<file path="src/rtl/bpf_capture.sv">
// Capture FIFO behind a band-pass filter: decimates valid samples, buffers them for a reader,
// flags drops, and optionally tracks the peak sample (define BPF_CAPTURE_PEAK_EN).
module bpf_capture #(
   parameter int WIDTH = 10,
   parameter int DEPTH = 8,
   parameter int DECIM = 1
) (
   input  logic                       clk,
   input  logic                       rst,
   input  logic [WIDTH-1:0]           din,
   input  logic                       din_valid,
   input  logic                       rd_en,
   output logic [WIDTH-1:0]           dout,
   output logic                       dout_valid,
   output logic                       empty,
   output logic                       full,
   output logic [$clog2(DEPTH):0]     count,
   output logic                       overflow,
   input  logic                       ovf_clr,
   output logic [WIDTH-1:0]           peak,
   input  logic                       peak_clr
);

   localparam int AW = $clog2(DEPTH);
   localparam int CW = AW + 1;
   localparam logic [7:0]    DEC_LAST = 8'(DECIM - 1);
   localparam logic [CW-1:0] CNT_ONE  = CW'(1);
   localparam logic [CW-1:0] CNT_FULL = CW'(DEPTH);
   localparam logic [AW-1:0] PTR_ONE  = AW'(1);

   logic [WIDTH-1:0] mem [DEPTH];
   logic [AW-1:0]    wr_ptr, rd_ptr;
   logic [7:0]       dec_cnt;
   logic [CW-1:0]    count_nxt;
   logic             accept, do_wr, do_rd, drop;

   // A write into a full FIFO is allowed when a read frees the slot in the same cycle.
   always_comb begin
      accept    = din_valid & (dec_cnt == 8'd0);
      do_rd     = rd_en & ~empty;
      do_wr     = accept & (~full | do_rd);
      drop      = accept & full & ~do_rd;
      count_nxt = count;
      case ({do_wr, do_rd})
         2'b10:   count_nxt = count + CNT_ONE;
         2'b01:   count_nxt = count - CNT_ONE;
         default: count_nxt = count;
      endcase
   end

   always_ff @(posedge clk) begin
      if (!rst) begin
         wr_ptr     <= '0;
         rd_ptr     <= '0;
         dec_cnt    <= '0;
         count      <= '0;
         empty      <= 1'b1;
         full       <= 1'b0;
         dout       <= '0;
         dout_valid <= 1'b0;
         overflow   <= 1'b0;
      end else begin
         if (din_valid)
            dec_cnt <= (dec_cnt == DEC_LAST) ? 8'd0 : dec_cnt + 8'd1;
         if (do_wr)
            wr_ptr <= wr_ptr + PTR_ONE;
         if (do_rd) begin
            rd_ptr <= rd_ptr + PTR_ONE;
            dout   <= mem[rd_ptr];
         end
         dout_valid <= do_rd;
         count      <= count_nxt;
         empty      <= (count_nxt == '0);
         full       <= (count_nxt == CNT_FULL);
         if (drop)
            overflow <= 1'b1;
         else if (ovf_clr)
            overflow <= 1'b0;
      end
   end

   // Storage carries no reset; the pointers define what is valid.
   always_ff @(posedge clk) begin
      if (rst && do_wr)
         mem[wr_ptr] <= din;
   end

`ifdef BPF_CAPTURE_PEAK_EN
   always_ff @(posedge clk) begin
      if (!rst)
         peak <= '0;
      else if (peak_clr)
         peak <= accept ? din : '0;
      else if (accept && (din > peak))
         peak <= din;
   end
`else
   logic unused_peak_clr;
   assign unused_peak_clr = peak_clr;
   assign peak            = '0;
`endif

endmodule

</file>
<file path="config.mk">
export PLATFORM = sky130hd
export DESIGN_NAME = bpf_capture
export DESIGN_NICKNAME = d
export VERILOG_FILES = /design/src/rtl/bpf_capture.sv
export SDC_FILE = /design/constraint.sdc
export NUM_CORES = 1
export LEC_CHECK = 0
export BUFFER_PORTS_ARGS = -buffer_cell sky130_fd_sc_hd__buf_2
export CAP_MARGIN = 10
export CORE_MARGIN = 4
export CORE_UTILIZATION = 50
export DETAILED_ROUTE_END_ITERATION = 10
export PLACE_DENSITY = 0.72
export SLEW_MARGIN = 20
export SYNTH_ARGS = -nofsm -noshare
export SYNTH_HDL_FRONTEND = slang
export SYNTH_SLANG_ARGS = --single-unit
</file>
<file path="constraint.sdc">
create_clock -name clk -period 3.45 [get_ports clk]
set_input_delay 0 -clock clk [delete_from_list [all_inputs] [get_ports clk]]
set_output_delay 0 -clock clk [all_outputs]
set_load 0.05 [all_outputs]
</file>
==> results.sh <==
export IMPL_grt_pass1_wl_microns=12230
export IMPL_nets=360
export IMPL_rsz0062_at_grt="no"
export IMPL_hp_class="in -> reg"
export IMPL_ys_ff_latch=112
export IMPL_tns_ns=0
export IMPL_drive_above_1_share=0.2573
export IMPL_crit_fanout=9
export IMPL_fin_crit_ns=2.736
export IMPL_slowest_delay_ns=0.36
export IMPL_rows=34
export IMPL_initialDrtViolationCount=172
export IMPL_ys_seq_area_frac=0.6703
export IMPL_cts_root_buf="clkbuf_8"
export IMPL_yosys_area_top_type="edfxtp_1"
export IMPL_clk_latency_ns=0.38
export IMPL_grt_overflow=0
export IMPL_power_density_mw_per_mm2=602.8
export IMPL_end_kind="register"
export IMPL_grt_usage=0.1586
export IMPL_ios=44
export IMPL_cts_resized=0
export IMPL_status="finished clean"
export IMPL_cts_buffers=9
export IMPL_hold_buffers=13
export IMPL_fin_skew_ns=0.01327
export IMPL_report_final_hold_viol_count=0
export IMPL_async_reset_ff_frac=0
export IMPL_clk_pin_slew_ns=0.10
export IMPL_syn_avg_cell_area_sq_um=15.98
export IMPL_cp_top_family="adder cells"
export IMPL_grt_pass1_vias=2379
export IMPL_layout_commonest_cell="edfxtp_1"
export IMPL_pre_cts_ws_ns=0.7181
export IMPL_yosys_warnings=0
export IMPL_core_sq_mm=0.008763
export IMPL_syn_inst=284
export IMPL_start_kind="register"
export IMPL_crit_type="reg -> reg"
export IMPL_layout_common_cells="80 x edfxtp_1, 32 x buf_2, 31 x dfxtp_1, 29 x nor2_1, 20 x mux4_2"
export IMPL_post_drt_wl_per_cell_microns=17.03
export IMPL_p_leak_nw=1.814
export IMPL_die_w_microns=103.3
export IMPL_relSlewSlack=0.4949
export IMPL_fmax_mhz=365.5
export IMPL_synth_flop_cell="edfxtp_1"
export IMPL_cts_tree="done"
export IMPL_synth_edf_count=80
export IMPL_cts_max_level=3
export IMPL_final_cell_area_sq_mm=0.005172
export IMPL_yosys_area_top_type_share=0.5292
export IMPL_crit_required_ns=3.71
export IMPL_area_growth_pct=13.95
export IMPL_place_area_sq_mm=0.004816
export IMPL_drcViolationCount=0
export IMPL_clock_sinks=112
export IMPL_cp_common_cell="ha_1"
export IMPL_dpl_hpwl_microns=4737
export IMPL_firstDrtPassIters=4
export IMPL_cp_slowest_cell="dfxtp_1"
export IMPL_num_antenna_cells=0
export IMPL_ir_drop_mv=0.2188
export IMPL_worst_slack_ns=0.7137
export IMPL_multi_input_area_sq_mm=0.001384
export IMPL_setup_viol=0
export IMPL_grt_max_degree=28
export IMPL_slew_violations=0
export IMPL_cap_violations=0
export IMPL_tightest_slew_ns=0.7566
export IMPL_die_area_sq_mm=0.01067
export IMPL_antenna_found_initial=0
export IMPL_die_h_microns=103.3
export IMPL_cts_setup_buffers=0
export IMPL_vias=2440
export IMPL_wl_microns=7664
export IMPL_cts_path_max_buffers=2
export IMPL_start_util=0.5180
export IMPL_cp_num_buf_inv=1
export IMPL_fillers=684
export IMPL_path_cells="inv_1 -> ha_1 -> nor4b_4 -> o2111ai_4 -> ha_1 -> xor2_1 -> ha_1 -> a21oi_1 -> xor2_1 -> or3_1 -> o211ai_1 -> o21ai_0"
export IMPL_globalplace_congestion=0.8244
export IMPL_syn_area_sq_mm=0.004539
export IMPL_port_buffers=32
export IMPL_post_route_util=0.5902
export IMPL_post_drt_via_cell_ratio=5.422
export IMPL_post_route_period_util=0.7931
export IMPL_synthTopCellsByArea="edfxtp_1 53%, dfxtp_1 14%, mux4_2 9.9%, mux2i_1 3.1%, nor2_1 2.4%"
export IMPL_ys_types=39
export IMPL_antenna_left=0
export IMPL_cp_arrival_ns=3.00
export IMPL_ff_latch_area_sq_mm=0.003044
[routing by layer]
layer | global-route usage | vias to the layer above | share of wire
met3 | 0.03421 | 15 | 0.040
li1 | - | 1155 | -
met5 | 0 | - | 0
met1 | 0.2075 | 1216 | 0.43
met2 | 0.2560 | 54 | 0.51
met4 | 0.07171 | 0 | 0.022
[logic make-up after synthesis]
family / after synthesis / synth area share
buf+inv: 27 / 0.03555
fa+ha+maj: 7 / 0.01929
compound gates: 20 / 0.03556
other cells: 1 / 0.0008261
mux: 34 / 0.1301
simple gates: 69 / 0.08131
xor+xnor: 14 / 0.02701
flops: 112 / 0.6703
[cell usage after synthesis (all sizes together), types with 2 or more instances]
cell type,number
a211oi,10
a21oi,4
and2,4
and3,3
buf,18
clkbuf,4
dfxtp,32
edfxtp,80
ha,7
inv,4
mux2i,14
mux4,20
nand2,4
nand2b,4
nand3,2
nand3b,2
nand4,2
nor2,30
nor2b,6
nor3,4
nor4,2
o21ai,2
or3,2
xnor2,4
xor2,10
[final timing paths]
kind	from	end	slack [ns]	cells past startpoint
setup / recovery	dec_cnt[0]	empty	0.71	12
hold / removal	rd_en	dout[2]	0.33	5
setup reg to reg	dec_cnt[0]	empty	0.71	12
hold reg to reg	dout[2]	dout[2]	0.50	2
[registers in the layout, summed over array words and instances (netlist names)]
signal,cells
full,1
overflow,1
rd_ptr,3
dout_valid,1
wr_ptr,3
dout,10
empty,1
dec_cnt,8
count,4
mem,80
[worst reg2reg max path, cell delays in order, from the launching register on]
cell and delay [ns]:
dfxtp_1 0.36, inv_1 0.07, ha_1 0.15, nor4b_4 0.26
o2111ai_4 0.27, ha_1 0.36, xor2_1 0.19, ha_1 0.19
a21oi_1 0.14, xor2_1 0.09, or3_1 0.33, o211ai_1 0.12
o21ai_0 0.10
[per-stage QoR]
stage | total power [mW] | std cells | hold WS, ns
after floorplan | 2.147 | 293 | 0.09887
final | 3.118 | 450 | 0.3322
after detailed placement | 2.277 | 421 | 0.2799
after global placement | 2.264 | 421 | 0.2676
after CTS | 3.147 | 450 | 0.3148
after global routing | 3.267 | 450 | 0.3308
[power by group]
part | total, mW | switching (mW) | internal [mW]
registers | 1.57 | 0.0569 | 1.52
logic | 0.674 | 0.425 | 0.249
clock network | 0.871 | 0.452 | 0.419
[cell type report]
type | count | share of cell area
inverters | 5 | 0.003628
repair buffers | 55 | 0.07063
multi-input cells | 154 | 0.2675
flip-flops and latches | 112 | 0.5885
clock inverters | 7 | 0.01959
well taps | 108 | 0.02612
clock buffers | 9 | 0.02395
Power figures use the tool's default switching activity.
